File: config.mk
export PLATFORM = sky130hd
export DESIGN_NAME = demux1to4_dispatcher
export DESIGN_NICKNAME = d
export VERILOG_FILES = /design/src/rtl/demux_disp_pkg.sv /design/src/rtl/rr_pick4.sv /design/src/rtl/demux1to4_dispatcher.sv
export SDC_FILE = /design/constraint.sdc
export NUM_CORES = 1
export LEC_CHECK = 0
export ABC_AREA = 1
export CAP_MARGIN = 20
export CELL_PAD_IN_SITES_DETAIL_PLACEMENT = 0
export CELL_PAD_IN_SITES_GLOBAL_PLACEMENT = 2
export CORE_ASPECT_RATIO = 0.5
export CORE_MARGIN = 2
export CORE_UTILIZATION = 25
export DETAILED_ROUTE_END_ITERATION = 7
export PLACE_DENSITY_LB_ADDON = 0.1
export SYNTH_ARGS = -nofsm -noshare
export SYNTH_HDL_FRONTEND = slang
export SYNTH_HIERARCHICAL = 1
export SYNTH_SLANG_ARGS = --single-unit
File: constraint.sdc
create_clock -name clk -period 2.9 [get_ports clk]
set_clock_uncertainty 0.1 [all_clocks]
set_input_delay 0.58 -clock clk [delete_from_list [all_inputs] [get_ports clk]]
set_output_delay 0.58 -clock clk [all_outputs]
set_load 0.02 [all_outputs]
File: src/rtl/demux_disp_pkg.sv
// Shared types and sizing for the 1-to-4 round-robin dispatcher.
// Channel count is fixed at four, so the select is two bits wide.
package demux_disp_pkg;

  localparam int NUM_CH = 4;
  localparam int SEL_W  = 2;

  typedef enum logic [1:0] {
    IDLE = 2'd0,
    ARB  = 2'd1,
    SEND = 2'd2
  } state_e;

  function automatic logic [NUM_CH-1:0] ch_onehot(input logic [SEL_W-1:0] idx);
    logic [NUM_CH-1:0] v;
    v      = '0;
    v[idx] = 1'b1;
    return v;
  endfunction

endpackage

File: src/rtl/rr_pick4.sv
// Combinational 4-way round-robin pick: first set request after last_i, wrapping.
// Pure logic, no state; any_o flags that at least one request is set.
module rr_pick4 (
  input  logic [3:0] req_i,
  input  logic [1:0] last_i,
  output logic [1:0] pick_o,
  output logic       any_o
);

  logic [1:0] idx;

  always_comb begin
    pick_o = last_i;
    idx    = '0;
    // Walk from the farthest offset down so the nearest candidate wins.
    for (int i = 4; i >= 1; i--) begin
      idx = last_i + 2'(i);
      if (req_i[idx]) pick_o = idx;
    end
    any_o = |req_i;
  end

endmodule

File: src/rtl/demux1to4_dispatcher.sv
// Round-robin dispatcher: buffers one producer word and delivers it to one of four channels.
// Accept-to-valid latency two cycles; in_ready only when idle or when the current word is taken.
module demux1to4_dispatcher #(
  parameter int WIDTH  = 8,
  parameter int NUM_CH = 4
) (
  input  logic              clk,
  input  logic              rst_n,
  input  logic              in_valid,
  output logic              in_ready,
  input  logic [WIDTH-1:0]  in_data,
  input  logic [NUM_CH-1:0] ch_en,
  output logic [NUM_CH-1:0] out_valid,
  input  logic [NUM_CH-1:0] out_ready,
  output logic [WIDTH-1:0]  out_data,
  output logic [1:0]        sel,
  output logic              stall
);

  import demux_disp_pkg::state_e;
  import demux_disp_pkg::IDLE;
  import demux_disp_pkg::ARB;
  import demux_disp_pkg::SEND;
  import demux_disp_pkg::SEL_W;
  import demux_disp_pkg::ch_onehot;

  state_e             state_q, state_d;
  logic [SEL_W-1:0]   ptr_q, ptr_d;
  logic [SEL_W-1:0]   sel_q, sel_d;
  logic [WIDTH-1:0]   data_q, data_d;
  logic [NUM_CH-1:0]  ovld_q, ovld_d;

  logic [SEL_W-1:0]   pick;
  logic               any_req;
  logic               accept;

  rr_pick4 u_pick (
    .req_i  (ch_en),
    .last_i (ptr_q),
    .pick_o (pick),
    .any_o  (any_req)
  );

  // A word only completes while its channel is still enabled.
  assign accept   = (state_q == SEND) & out_ready[sel_q] & ch_en[sel_q];
  assign in_ready = rst_n & ((state_q == IDLE) | accept);

  assign out_valid = ovld_q;
  assign out_data  = data_q;
  assign sel       = sel_q;
  assign stall     = (state_q == ARB) & ~any_req;

  always_comb begin
    state_d = state_q;
    ptr_d   = ptr_q;
    sel_d   = sel_q;
    data_d  = data_q;
    ovld_d  = ovld_q;
    unique case (state_q)
      IDLE: begin
        if (in_valid) begin
          data_d  = in_data;
          state_d = ARB;
        end
      end
      ARB: begin
        if (any_req) begin
          sel_d   = pick;
          ovld_d  = ch_onehot(pick);
          state_d = SEND;
        end
      end
      SEND: begin
        if (!ch_en[sel_q]) begin
          ovld_d  = '0;
          state_d = ARB;
        end else if (out_ready[sel_q]) begin
          ptr_d  = sel_q;
          ovld_d = '0;
          if (in_valid) begin
            data_d  = in_data;
            state_d = ARB;
          end else begin
            state_d = IDLE;
          end
        end
      end
      default: begin
        ovld_d  = '0;
        state_d = IDLE;
      end
    endcase
  end

  always_ff @(posedge clk) begin
    if (!rst_n) begin
      state_q <= IDLE;
      ptr_q   <= 2'd3;
      sel_q   <= '0;
      data_q  <= '0;
      ovld_q  <= '0;
    end else begin
      state_q <= state_d;
      ptr_q   <= ptr_d;
      sel_q   <= sel_d;
      data_q  <= data_d;
      ovld_q  <= ovld_d;
    end
  end

endmodule

==> flow_metrics.env, run 1 <==
export IMPL_via_count=1191
export IMPL_core_sq_um=4339
export IMPL_drc=0
export IMPL_grt_pass1_vias=1171
export IMPL_grt_usage=0.1318
export IMPL_synth_cells=171
export IMPL_die_area_sq_um=5058
export IMPL_synth_area_leaders="dfxtp_1 32%, nand2_1 18%, nand4_1 7.3%"
export IMPL_antenna_found_initial=0
export IMPL_maxCapViolations=0
export IMPL_top_layer="met4"
export IMPL_routedWlPerCell_um=10.66
export IMPL_setup_viol=0
export IMPL_numClockSinks=18
export IMPL_hp_class="reg -> reg"
export IMPL_worstMarginPinSlew_ps=429.8
export IMPL_area_growth_pct=51.12
export IMPL_final_hold_violation_count=0
export IMPL_min_period_over_period=0.9412
export IMPL_post_synth_top_count_cell="nand2_1"
export IMPL_via_per_inst=4.254
export IMPL_yosys_top_cells_count="55 x nand2_1, 18 x dfxtp_1, 17 x inv_1"
export IMPL_antenna_left=0
export IMPL_period_needed_ps=2730
export IMPL_met2_length_um=1204
export IMPL_drive_gt1_frac=0.1883
export IMPL_ir_drop_v=0.0002664
export IMPL_critical_path_max_stage_delay_ps=430
export IMPL_cts_buffer_depth=2
export IMPL_design_area_sq_um=1690
export IMPL_port_buffers=34
export IMPL_synth_flop_cell="dfxtp_1"
export IMPL_nets=243
export IMPL_critPathSlowestCell="clkdlybuf4s50_1"
export IMPL_cts_root_buf="clkbuf_8"
export IMPL_crit_chain="clkdlybuf4s50_1, buf_4, inv_1, nand4_1, or2_0, inv_1, dlygate4sd2_1"
export IMPL_wl_met1_um=1611
export IMPL_drv_slew=0
export IMPL_synth_top_area_share=0.3221
export IMPL_grt_setup_unrepaired="false"
export IMPL_start_util=0.2578
export IMPL_ys_async_sr_fraction=0
export IMPL_p_per_area_nw_per_um2=439.6
export IMPL_synthesis_nets=190
export IMPL_yosys_warnings=6
export IMPL_synth_seq_cells=18
export IMPL_synth_top_area_cell="dfxtp_1"
export IMPL_grt_pass1_wl_um=5368
export IMPL_required_ps=2220
export IMPL_clk_latency_ps=260
export IMPL_clk_pin_slew_ps=70
export IMPL_cts_made_buffers=3
export IMPL_worstPathArrival_ps=2050
export IMPL_placed_cell_area_sq_um=1638
export IMPL_wl_um=2986
export IMPL_r2r_slack_ps=1090
export IMPL_p_leak_nw=0.7902
export IMPL_endpoint_kind="primary output"
export IMPL_worstPathMaxFanout=2
export IMPL_fmax_mhz=366.4
export IMPL_postLayoutCoreUtil=0.3896
export IMPL_dr_wl_met3_um=162
export IMPL_ys_seq_area_frac=0.3221
export IMPL_die_y_um=51.30
export IMPL_startpoint_type="input pin"
export IMPL_grt_max_degree=12
export IMPL_syn_area_sq_um=1119
export IMPL_max_slew_margin=0.7131
export IMPL_syn_area_per_cell_sq_um=6.541
export IMPL_diodes=0
export IMPL_grt_ovfl_total=0
export IMPL_yosysUniqueCellTypes=24
export IMPL_crit_path_frequent_cell="inv_1"
export IMPL_drt_first_pass_iters=4
export IMPL_drt_iter0_drc=22
export IMPL_htreeDepth=1
export IMPL_rows=17
export IMPL_place_congestion=0.7074
export IMPL_cts_tree="done"
export IMPL_die_x_um=98.60
export IMPL_path_class="in -> out"
export IMPL_synth_edf_count=0
export IMPL_ios=35
export IMPL_dp_final_hpwl_um=2348
export IMPL_status="finished, final reports clean"
[worst max-delay path, delay by kind of cell]
kind	cells	cell delay, ps
buffers and inverters	5	1030
AND/OR/NAND/NOR	2	450
[final timing paths]
path,startpoint,to,cells past startpoint
setup / recovery,ch_en[3],stall,7
setup reg to reg,ptr_q[0]$_SDFFE_PN1P_,out_valid[0]$_SDFFE_PN0P_,13
hold reg to reg,out_data[2]$_SDFFE_PN0P_,out_data[2]$_SDFFE_PN0P_,2
hold / removal,out_data[2]$_SDFFE_PN0P_,out_data[2]$_SDFFE_PN0P_,2
[logic make-up after synthesis]
group	synth area share
flip-flops	0.3222
AND/OR/NAND/NOR	0.4709
buffers and inverters	0.1096
AO/OA/AOI/OAI	0.09731
[where the power goes]
group	total [mW]	leakage, nW	switching [mW]	internal [mW]
clock	0.211	0.0288	0.0902	0.121
sequential	0.284	0.148	0.0163	0.268
combinational	0.248	0.614	0.133	0.114
total	0.743	0.790	0.240	0.503
[cells in the final DEF, fill, tap and decap left out, types with 2 or more instances in the layout]
cell,instances
nand2_4,2
nand2_1,55
nor2_1,8
clkdlybuf4s50_1,32
nand3_1,11
inv_1,17
clkbuf_8,4
nand2_2,8
inv_2,5
o21ai_0,2
dfxtp_1,18
a21oi_1,13
dlygate4sd2_1,2
o211ai_1,3
buf_4,17
nand4_1,13
clkinv_1,3
nand3_4,3
[per-layer routing]
metal | track usage | vias up
met3 | 0.03830 | 2
li1 | - | 654
met1 | 0.1831 | 512
met2 | 0.2075 | 23
met5 | 0 | -
met4 | 0.02055 | 0
[sequential cells by signal, summed over array words and instances, names as in the netlist]
signal / cells
out_data: 8
ptr_q: 2
sel: 2
out_valid: 4
state_q: 2
[through the flow]
step	setup slack (ps)	TNS, ps	total power, mW	cells	hold WS (ps)
floorplan	749.7	0	0.4321	171	368.5
detailed placement	-114.5	-203.3	0.5413	276	357.4
finish	170.4	0	0.7430	280	363.9
global placement	-120.5	-202.5	0.5417	276	349.0
global route	12.23	0	0.7968	280	387.4
CTS	142.9	0	0.7542	280	367.1
[layout make-up]
cell class,count,area [sq um]
Clock buffer,4,55.05
Multi-Input combinational cell,124,635.6
Inverter,26,102.6
Tap cell,57,71.32
Fill cell,504,2649
Sequential cell,18,360.3
Timing Repair Buffer,51,465.4
[timing repair]
item                                    CTS  global route
hold buffers                              0             0
setup buffers                             0             0
resized for setup                         2             0
endpoints found under the setup margin    2             0
hold endpoints to repair                  0             0
Note: power is estimated with default switching activity, not from simulation.
==> run 2: changes to the inputs <==
CORE_UTILIZATION = 23   (was 25)
CTS_CLUSTER_DIAMETER = 40   (was default)
SYNTH_HIERARCHICAL = default   (was 1)
clock period = 2.8 ns   (was 2.9 ns; I/O delays follow)
==> flow_metrics.env, run 2 <==
export IMPL_status="finished, final reports clean"
export IMPL_diodes=0
export IMPL_path_delay_family="buffers and inverters"
export IMPL_holdWs_ps=361.7
export IMPL_dp_final_hpwl_um=2358
export IMPL_ff2ff_path_depth=10
export IMPL_core_sq_um=4446
export IMPL_via_count=1148
export IMPL_clk_pin_slew_ps=70
export IMPL_period_needed_ps=2629
export IMPL_synth_top_area_share=0.3368
export IMPL_switching_share=0.3453
export IMPL_min_period_over_period=0.9388
export IMPL_cts_tree="done"
export IMPL_drv_slew=0
export IMPL_design_area_sq_um=1605
export IMPL_cts_root_buf="clkbuf_8"
export IMPL_fmax_mhz=380.4
export IMPL_synth_flop_cell="dfxtp_1"
export IMPL_pwr_share_clk=0.267
export IMPL_worstMarginPinSlew_ps=426.4
export IMPL_grt_pass1_wl_um=5057
export IMPL_yosysUniqueCellTypes=19
export IMPL_crit_chain="clkdlybuf4s50_1, nand2_1, nand3_2, nand2_2, nor2_2, nand2_2, a21oi_1, clkdlybuf4s15_1"
export IMPL_post_cts_buffers=0
export IMPL_grt_usage=0.1246
export IMPL_ctsResizeCount=2
export IMPL_setup_ws_ps=171.3
export IMPL_seq_power_share=0.364
export IMPL_drt_iter0_drc=30
export IMPL_pre_cts_slack_ps=-139.7
export IMPL_cts_made_buffers=3
export IMPL_path_class="in -> out"
export IMPL_postLayoutCoreUtil=0.3611
export IMPL_area_growth_pct=50.06
export IMPL_synthesis_nets=188
export IMPL_yosys_top_cells_count="57 x nand2_1, 18 x dfxtp_1, 17 x a21oi_1, 17 x inv_1, 17 x nand3_1"
export IMPL_place_congestion=0.7811
export IMPL_yosys_warnings=0
export IMPL_die_y_um=52.23
export IMPL_critical_path_max_stage_delay_ps=500
export IMPL_rows=17
export IMPL_port_buffers=34
export IMPL_crit_path_frequent_cell="nand2_2"
export IMPL_endpoint_kind="primary output"
export IMPL_drt_first_pass_iters=4
export IMPL_final_common_cell="nand2_1"
export IMPL_maxCapViolations=0
export IMPL_cts_hold_fix_buffers=0
export IMPL_drive_gt1_frac=0.1852
export IMPL_placed_cell_area_sq_um=1551
export IMPL_syn_area_sq_um=1070
export IMPL_worstPathArrival_ps=1970
export IMPL_clk_latency_ps=250
export IMPL_synth_area_leaders="dfxtp_1 34%, nand2_1 20%, a21oi_1 8.0%"
export IMPL_numClockSinks=18
export IMPL_synth_seq_cells=18
export IMPL_ys_async_sr_fraction=0
export IMPL_worstPathMaxFanout=2
export IMPL_synth_top_area_cell="dfxtp_1"
export IMPL_p_leak_nw=0.7376
export IMPL_antenna_left=0
export IMPL_htreeDepth=1
export IMPL_internal_power_mw=0.5358
export IMPL_whs_path_depth=2
export IMPL_via_per_inst=4.205
export IMPL_p_per_area_nw_per_um2=509.8
export IMPL_worst_path_stages=8
export IMPL_ys_seq_area_frac=0.3368
export IMPL_grt_setup_unrepaired="false"
export IMPL_startpoint_type="input pin"
export IMPL_die_x_um=100.5
export IMPL_final_cell_mix="57 x nand2_1, 32 x clkdlybuf4s50_1, 18 x dfxtp_1"
export IMPL_start_util=0.2406
export IMPL_routedWlPerCell_um=11.10
export IMPL_path_buf_inv=2
export IMPL_setup_viol=0
export IMPL_ios=35
export IMPL_final_hold_violation_count=0
export IMPL_grt_ovfl_total=0
export IMPL_grt_max_degree=16
export IMPL_die_area_sq_um=5246
export IMPL_hp_class="reg -> reg"
export IMPL_nets=236
export IMPL_largest_reg_flops=8
export IMPL_critPathLaunch="ch_en[1]"
export IMPL_drc=0
export IMPL_post_synth_top_count_cell="nand2_1"
export IMPL_pwr_share_comb=0.369
export IMPL_cts_buffer_depth=2
export IMPL_worstHoldStart="out_data[7]$_SDFFE_PN0P_"
export IMPL_nFillCells=491
export IMPL_r2r_start="sel[0]$_SDFFE_PN0P_"
export IMPL_ir_drop_v=0.0002870
export IMPL_syn_area_per_cell_sq_um=6.330
export IMPL_antenna_found_initial=0
export IMPL_switching_power_mw=0.2826
export IMPL_wl_um=3031
export IMPL_synth_cells=169
export IMPL_grt_pass1_vias=1098
export IMPL_max_slew_margin=0.7148
export IMPL_required_ps=2140
export IMPL_p_total_mw=0.8184
export IMPL_synth_edf_count=0
export IMPL_critPathSlowestCell="clkdlybuf4s50_1"
run 2: path summary, 6_finish.rpt:
kind                                   end  slack [ps]
setup / recovery                  in_ready         170
hold / removal    out_data[7]$_SDFFE_PN0P_         360
setup reg to reg  out_data[0]$_SDFFE_PN0P_        1120
hold reg to reg   out_data[7]$_SDFFE_PN0P_         360
run 2: stage by stage:
step | std cells | setup TNS [ps]
3_3_place_gp | 269 | -110.8
3_5_place_dp | 269 | -169.7
4_1_cts | 273 | 0
5_1_grt | 273 | 0
2_1_floorplan | 169 | 0
6_report | 273 | 0
run 2: cell type report:
class	instances	area (sq um)	share of cell area
multi-input combinational	126	601.8	0.3749
timing repair buffer	46	429.2	0.2673
sequential	18	360.3	0.2245
inverter	22	87.58	0.05456
tap	57	71.32	0.04443
clock buffer	4	55.05	0.03429
run 2: power by group through the flow:
stage	combinational, mW	clock (mW)	sequential (mW)
2_1_floorplan	0.156	0	0.322
3_3_place_gp	0.307	0	0.304
3_5_place_dp	0.305	0	0.303
4_1_cts	0.305	0.226	0.298
5_1_grt	0.338	0.233	0.302
6_report	0.302	0.219	0.298
run 2: per-layer routing:
metal | global-route usage | wire length (um) | part of all wire | vias up
li1 | - | - | - | 628
met1 | 0.1848 | 1711 | 0.56 | 497
met2 | 0.1834 | 1164 | 0.38 | 23
met3 | 0.03467 | 156 | 0.051 | 0
met4 | 0.01370 | 0 | 0 | 0
met5 | 0 | 0 | 0 | -
run 2: kinds of logic (layout without fill, tap and decap cells):
family          after synthesis  after routing  share of synthesized area
flops                        18             18                     0.3368
compound gates               24             24                     0.1181
simple gates                102            102                     0.4444
buf+inv                      25             72                     0.1006
run 2: worst reg2reg max path, stage by stage, from the launching register on:
cell and delay (ps):
dfxtp_1 500, nand2_1 110, nand3_2 100, nand2_2 80, nor2_2 120, nand2_2 60, buf_4 140, nand2_4 110
nand2_4 100, nand2_1 100, a21oi_2 50
==> run 3: changes to the inputs <==
CTS_CLUSTER_SIZE = 40   (was default)
==> results of run 3 <==
The final DEF is identical to that of run 2; final timing and power are the same.
